File: config.mk
export PLATFORM = sky130hd
export DESIGN_NAME = counter_bcd_updown_snapshot
export DESIGN_NICKNAME = d
export VERILOG_FILES = /design/src/rtl/bcd_pkg.sv /design/src/rtl/bcd_digit_updown.sv /design/src/rtl/counter_bcd_updown_snapshot.sv
export SDC_FILE = /design/constraint.sdc
export NUM_CORES = 1
export LEC_CHECK = 0
export ABC_AREA = 0
export BUFFER_PORTS_ARGS = -buffer_cell sky130_fd_sc_hd__clkbuf_2
export CAP_MARGIN = 30
export CORE_MARGIN = 3
export CORE_UTILIZATION = 34
export CTS_BUF_LIST = sky130_fd_sc_hd__clkbuf_4 sky130_fd_sc_hd__clkbuf_8
export CTS_CLUSTER_DIAMETER = 100
export DETAILED_ROUTE_END_ITERATION = 10
export MAX_ROUTING_LAYER = met4
export PLACE_DENSITY = 0.64
export SYNTH_ARGS = -nofsm -noshare
export SYNTH_HDL_FRONTEND = slang
export SYNTH_HIERARCHICAL = 1
export SYNTH_SLANG_ARGS = --single-unit
File: constraint.sdc
create_clock -name clk_in -period 10.75 [get_ports clk_in]
set_input_delay 1.075 -clock clk_in [delete_from_list [all_inputs] [get_ports clk_in]]
set_output_delay 1.075 -clock clk_in [all_outputs]
set_load 0.03 [all_outputs]
File: src/rtl/bcd_pkg.sv
// Shared BCD types and helpers for the up/down snapshot counter.
// Digit stepping lives in bcd_digit_updown; this package holds the pure helpers.
package bcd_pkg;

    typedef logic [3:0] bcd_digit_t;

    localparam bcd_digit_t BCD_MAX = 4'd9;

    // Widest counter the leading-zero helper can scan.
    localparam int MAX_DIGITS = 16;

    typedef enum logic [1:0] {
        ACT_HOLD  = 2'd0,
        ACT_CLEAR = 2'd1,
        ACT_LOAD  = 2'd2,
        ACT_COUNT = 2'd3
    } count_action_e;

    function automatic bcd_digit_t bcd_sat(input bcd_digit_t value);
        return (value > BCD_MAX) ? BCD_MAX : value;
    endfunction

    // Zero digits from the MSD downward; digit 0 is never counted, so the
    // result is capped at digits-1 and at least one digit stays visible.
    function automatic int leading_zeros(input logic [4*MAX_DIGITS-1:0] value,
                                         input int digits);
        int  count;
        logic running;
        count   = 0;
        running = 1'b1;
        for (int i = MAX_DIGITS - 1; i >= 1; i--) begin
            if (i < digits) begin
                if (running && (value[4*i +: 4] == 4'd0)) begin
                    count = count + 1;
                end else begin
                    running = 1'b0;
                end
            end
        end
        return count;
    endfunction

endpackage

File: src/rtl/bcd_digit_updown.sv
// One BCD digit of the ripple chain: steps up or down when carry_in is set
// and raises carry_out when the digit rolls over (9->0 up, 0->9 down).
module bcd_digit_updown
    import bcd_pkg::*;
(
    input  bcd_digit_t digit,
    input  logic       up,
    input  logic       carry_in,
    output bcd_digit_t digit_next,
    output logic       carry_out
);

    always_comb begin
        digit_next = digit;
        carry_out  = 1'b0;
        if (carry_in) begin
            if (up) begin
                if (digit >= BCD_MAX) begin
                    digit_next = 4'd0;
                    carry_out  = 1'b1;
                end else begin
                    digit_next = digit + 4'd1;
                end
            end else begin
                if (digit == 4'd0) begin
                    digit_next = BCD_MAX;
                    carry_out  = 1'b1;
                end else begin
                    digit_next = digit - 4'd1;
                end
            end
        end
    end

endmodule

File: src/rtl/counter_bcd_updown_snapshot.sv
// N-digit BCD up/down counter with clear, clamped parallel load, wrap or
// saturate at the limits, sticky overflow and a snapshot register for display.
module counter_bcd_updown_snapshot
    import bcd_pkg::*;
#(
    parameter int DIGITS_NUM = 6,
    parameter bit SATURATE   = 1'b0
)
(
    input  logic                              clk_in,
    input  logic                              reset_in,
    input  logic                              enable_in,
    input  logic                              up_in,
    input  logic                              clear_in,
    input  logic                              load_in,
    input  logic [4*DIGITS_NUM-1:0]           load_value_in,
    input  logic                              snapshot_in,
    output logic [4*DIGITS_NUM-1:0]           digits_out,
    output logic [4*DIGITS_NUM-1:0]           snapshot_out,
    output logic                              snapshot_valid_out,
    output logic                              wrap_out,
    output logic                              overflow_out,
    output logic                              load_error_out,
    output logic [$clog2(DIGITS_NUM+1)-1:0]   lead_zeros_out
);

    localparam int W    = 4 * DIGITS_NUM;
    localparam int LZ_W = $clog2(DIGITS_NUM + 1);

    logic [W-1:0]          digits_reg;
    logic [W-1:0]          digits_next;
    logic [W-1:0]          snapshot_reg;
    logic [W-1:0]          load_sat;
    logic [W-1:0]          count_step;
    logic [DIGITS_NUM-1:0] load_bad;
    logic [DIGITS_NUM:0]   carry;
    logic                  limit_hit;
    logic                  snapshot_valid_reg;
    logic                  wrap_reg;
    logic                  wrap_next;
    logic                  overflow_reg;
    logic                  overflow_next;
    logic                  load_error_reg;
    logic                  load_error_next;
    logic [4*MAX_DIGITS-1:0] snapshot_wide;
    count_action_e         action;

    // The chain always steps; enable is applied by the action decode below.
    assign carry[0]  = 1'b1;
    assign limit_hit = carry[DIGITS_NUM];

    generate
        for (genvar gi = 0; gi < DIGITS_NUM; gi++) begin : g_digit
            bcd_digit_updown u_digit (
                .digit      (digits_reg[4*gi +: 4]),
                .up         (up_in),
                .carry_in   (carry[gi]),
                .digit_next (count_step[4*gi +: 4]),
                .carry_out  (carry[gi+1])
            );

            assign load_sat[4*gi +: 4] = bcd_sat(load_value_in[4*gi +: 4]);
            assign load_bad[gi]        = (load_value_in[4*gi +: 4] > BCD_MAX);
        end
    endgenerate

    always_comb begin
        action = ACT_HOLD;
        if (clear_in) begin
            action = ACT_CLEAR;
        end else if (load_in) begin
            action = ACT_LOAD;
        end else if (enable_in) begin
            action = ACT_COUNT;
        end
    end

    always_comb begin
        digits_next     = digits_reg;
        overflow_next   = overflow_reg;
        wrap_next       = 1'b0;
        load_error_next = 1'b0;
        case (action)
            ACT_CLEAR: begin
                digits_next   = '0;
                overflow_next = 1'b0;
            end
            ACT_LOAD: begin
                digits_next     = load_sat;
                load_error_next = |load_bad;
            end
            ACT_COUNT: begin
                digits_next = count_step;
                if (limit_hit) begin
                    wrap_next     = 1'b1;
                    overflow_next = 1'b1;
                    if (SATURATE) begin
                        digits_next = digits_reg;
                    end
                end
            end
            default: begin
                digits_next = digits_reg;
            end
        endcase
    end

    // Snapshot samples the pre-edge count so a gate-end clear loses nothing.
    always_ff @(posedge clk_in or negedge reset_in) begin
        if (!reset_in) begin
            digits_reg         <= '0;
            snapshot_reg       <= '0;
            snapshot_valid_reg <= 1'b0;
            wrap_reg           <= 1'b0;
            overflow_reg       <= 1'b0;
            load_error_reg     <= 1'b0;
        end else begin
            digits_reg     <= digits_next;
            wrap_reg       <= wrap_next;
            overflow_reg   <= overflow_next;
            load_error_reg <= load_error_next;
            if (snapshot_in) begin
                snapshot_reg       <= digits_reg;
                snapshot_valid_reg <= 1'b1;
            end
        end
    end

    assign snapshot_wide = (4*MAX_DIGITS)'(snapshot_reg);

    assign digits_out         = digits_reg;
    assign snapshot_out       = snapshot_reg;
    assign snapshot_valid_out = snapshot_valid_reg;
    assign wrap_out           = wrap_reg;
    assign overflow_out       = overflow_reg;
    assign load_error_out     = load_error_reg;
    assign lead_zeros_out     = LZ_W'(leading_zeros(snapshot_wide, DIGITS_NUM));

endmodule

==> results.yml <==
run_status:
  status: "complete, no violations"
place:
  io_buffers: 85
  place_area_um2: 4590
  finalWeightedCongestion: 0.909
  dp_hpwl_um: 7920
  dp_cells: 640
final_layout:
  antenna_cells: 0
  finalInstanceArea_um2: 4680
  multi_input_area_um2: 2560
  area_delta_synth_final_pct: 12.0
  drive_gt1_share_pct: 33.3
  final_cells: 648
  register_area_um2: 1300
  final_nets: 561
  n_fill_cell: 1194
routing:
  drtPass1Iterations: 5
  dr.first_iter.drc_count: 201
  num_vias: 3687
  vias_per_cell: 5.69
  route.detailed.drc: 0
  drt_wl_total_um: 11100
  ant_nets: 0
  routedWlPerCell_um: 17.1
sta:
  finalSetupViolCount: 0
  period_needed_ps: 5710
  slew_headroom_pct: 43.3
  max_freq_mhz: 175
  period_share_pct: 53.1
  finalClockSkew_ps: 11.9
  tightest_slew_ps: 846
  timing.final.hold_violations: 0
  rsz0062_at_grt: "no"
  fin_tns_setup_ps: 0
  drv_slew: 0
clock_tree:
  cts_buffer_depth: 2
  clkSinkCount: 52
  cts_resized: 0
  post_cts_buffers: 0
  clock_latency_ps: 320
  htreeDepth: 2
  tritoncts: "yes"
  clockRootBuffer: "clkbuf_8"
  cts_buffers: 5
  holdBufCountCts: 0
  clk_pin_slew_ps: 110
synthesis:
  synth-main-ff-cell: "dfrtp_1"
  yosys-top-cells-area: "dfrtp_1, mux2_2, ha_1, mux2i_1, buf_6"
  async_flop_share_pct: 100
  synth.top_cell.area_share_pct: 31.1
  synth-seq-cells: 52
  netlist_area_um2: 4180
  synth_top_area_cell: "dfrtp_1"
  seq_area_frac_synth_pct: 31.1
  synth_edf_count: 0
  synth_cell_types: 43
  avgSynthCellArea_um2: 9.53
  synth_commonest_cells: "dfrtp_1, mux2_2, nor2_1"
  netlist_instances: 439
  synth_most_common_cell: "dfrtp_1"
  synth.yosys.warnings: 6
  synthesis.nets: 496
worst_setup_path:
  critPathLaunch: "up_in"
  crit_required_ps: 11000
  path_class: "in -> reg"
  reg2reg_depth: 19
  startpoint_type: "input port"
  critPathCaptureType: "flop"
  regToRegStartpoint: "digits_out[0]"
  crit_arrival_ps: 5960
  r2r_slack_ps: 5260
  max_stage_delay_ps: 490
  cp_slowest_cell: "nor2_1"
  crit_top_cell: "nor2_1"
  r2r-end: "digits_out[22]"
  crit_path_max_fanout: 42
  crit_chain: "clkbuf_2 -> a21boi_2 -> nor2_1 -> o21ai_0 -> nor2_1 -> o21ai_0 -> nor2_1 -> o21ai_0 -> nor2_1 -> o21ai_0 -> nor2_1 -> nand2b_1 -> a2111oi_0 -> a221o_1 -> mux2i_1 -> o22a_1 -> nor2_1"
  critPathCapture: "digits_out[22]"
global_route:
  grt_pass1_vias: 3455
  antenna_found_initial: 0
  grt-ovfl-total: 0
  grt_max_degree: 53
  grt_pass1_wl_um: 17300
  track_usage_pct: 16.5
run:
  maxCapViolCount: 0
pwr:
  ir_drop_mv: 0.0852
  power_density_nw_per_um2: 114
  power_mw: 0.535
  power_leakage_nw: 2.16
floorplanning:
  start_util_pct: 35.7
  chipWidth_um: 117
  core_um2: 11700
  rows: 39
  ioPinCount: 86
  fp.dieArea_um2: 13700
  die_y_um: 117
min_path:
  hold_path_class: "reg -> reg"
flip-flops by register name, indices dropped and copies added (netlist names):
register            count
load_error_out          1
snapshot_valid_out      1
digits_out             24
wrap_out                1
snapshot_out           24
overflow_out            1
final cells by class:
class | instances | share of cell area, %
repair buffers | 87 | 9.35
clock inverters | 1 | 0.160
clock buffers | 7 | 1.92
multi-input cells | 330 | 54.7
well taps | 143 | 3.82
flip-flops and latches | 52 | 27.8
inverters | 28 | 2.24
critical path, delay by kind of cell:
| family | cells | cell delay (ps) |
|---|---|---|
| buffers and inverters | 1 | 390 |
| AOI/OAI and AO/OA | 8 | 1770 |
| muxes | 1 | 70 |
| and+or+nand+nor | 7 | 2650 |
how the worst min path moves through the flow:
stage                                   from            endpoint  slack, ps  cells after the start
after floorplan                 overflow_out        overflow_out        670                      2
after global placement    snapshot_valid_out  snapshot_valid_out        450                      1
after detailed placement  snapshot_valid_out  snapshot_valid_out        470                      1
after CTS                 snapshot_valid_out  snapshot_valid_out        510                      1
after global routing      snapshot_valid_out  snapshot_valid_out        520                      1
final                     snapshot_valid_out  snapshot_valid_out        490                      1
placed cells by master, fill, tap and decap left out, types with 2 or more instances in the layout:
cell type / synthesis / final
and2b_2: 6 / 6
or2_2: 7 / 7
o21ai_0: 20 / 20
a22oi_1: 2 / 2
clkbuf_2: 0 / 85
a2111oi_0: 12 / 12
nand2b_1: 7 / 7
or4_1: 3 / 3
a311o_1: 6 / 6
nand3b_1: 11 / 11
nor4_1: 5 / 5
or3b_4: 6 / 6
a31oi_1: 3 / 3
mux2i_1: 19 / 19
nor2_1: 31 / 31
o22ai_1: 6 / 6
inv_1: 27 / 27
nor3b_1: 6 / 6
a21oi_1: 19 / 19
or4b_1: 6 / 6
ha_1: 26 / 26
dfrtp_1: 52 / 52
a21boi_2: 6 / 6
a31o_2: 12 / 12
a221o_1: 6 / 6
o2bb2ai_1: 4 / 4
nand2_1: 26 / 26
nand3_1: 12 / 12
a221oi_1: 6 / 6
nor4b_1: 6 / 6
clkbuf_8: 0 / 6
o32ai_1: 6 / 6
mux2_2: 36 / 36
a211oi_1: 2 / 2
power breakdown:
part           switching [mW]  internal (mW)  total, mW
registers              0.0237          0.209      0.232
clock network          0.0720         0.0551      0.127
logic                   0.104         0.0716      0.176
metrics by stage:
| step | worst slack, ps | util, % | hold slack, ps |
|---|---|---|---|
| 6_report | 5040 | 40.0 | 493 |
| 5_1_grt | 4370 | 40.0 | 522 |
| 3_5_place_dp | 4850 | 39.2 | 472 |
| 4_1_cts | 5180 | 40.0 | 508 |
| 2_1_floorplan | 6860 | - | 666 |
| 3_3_place_gp | 5000 | 39.1 | 455 |
cells by family after synthesis:
family | Yosys count | share of synthesized area (%)
buffers and inverters | 57 | 7.60
flip-flops | 52 | 31.1
adder cells (fa/ha/maj) | 26 | 7.78
multiplexers | 55 | 14.2
other | 1 | 0.0897
AO/OA/AOI/OAI | 112 | 20.0
AND/OR/NAND/NOR | 136 | 19.2
layer usage:
layer	up-vias	track usage, %	part of all wire (%)
met2	142	25.0	44
li1	1774	-	-
met1	1762	22.6	48
met3	9	3.44	6.9
met5	-	-	0
met4	0	3.67	0.77
(Power assumes the default switching activity.)
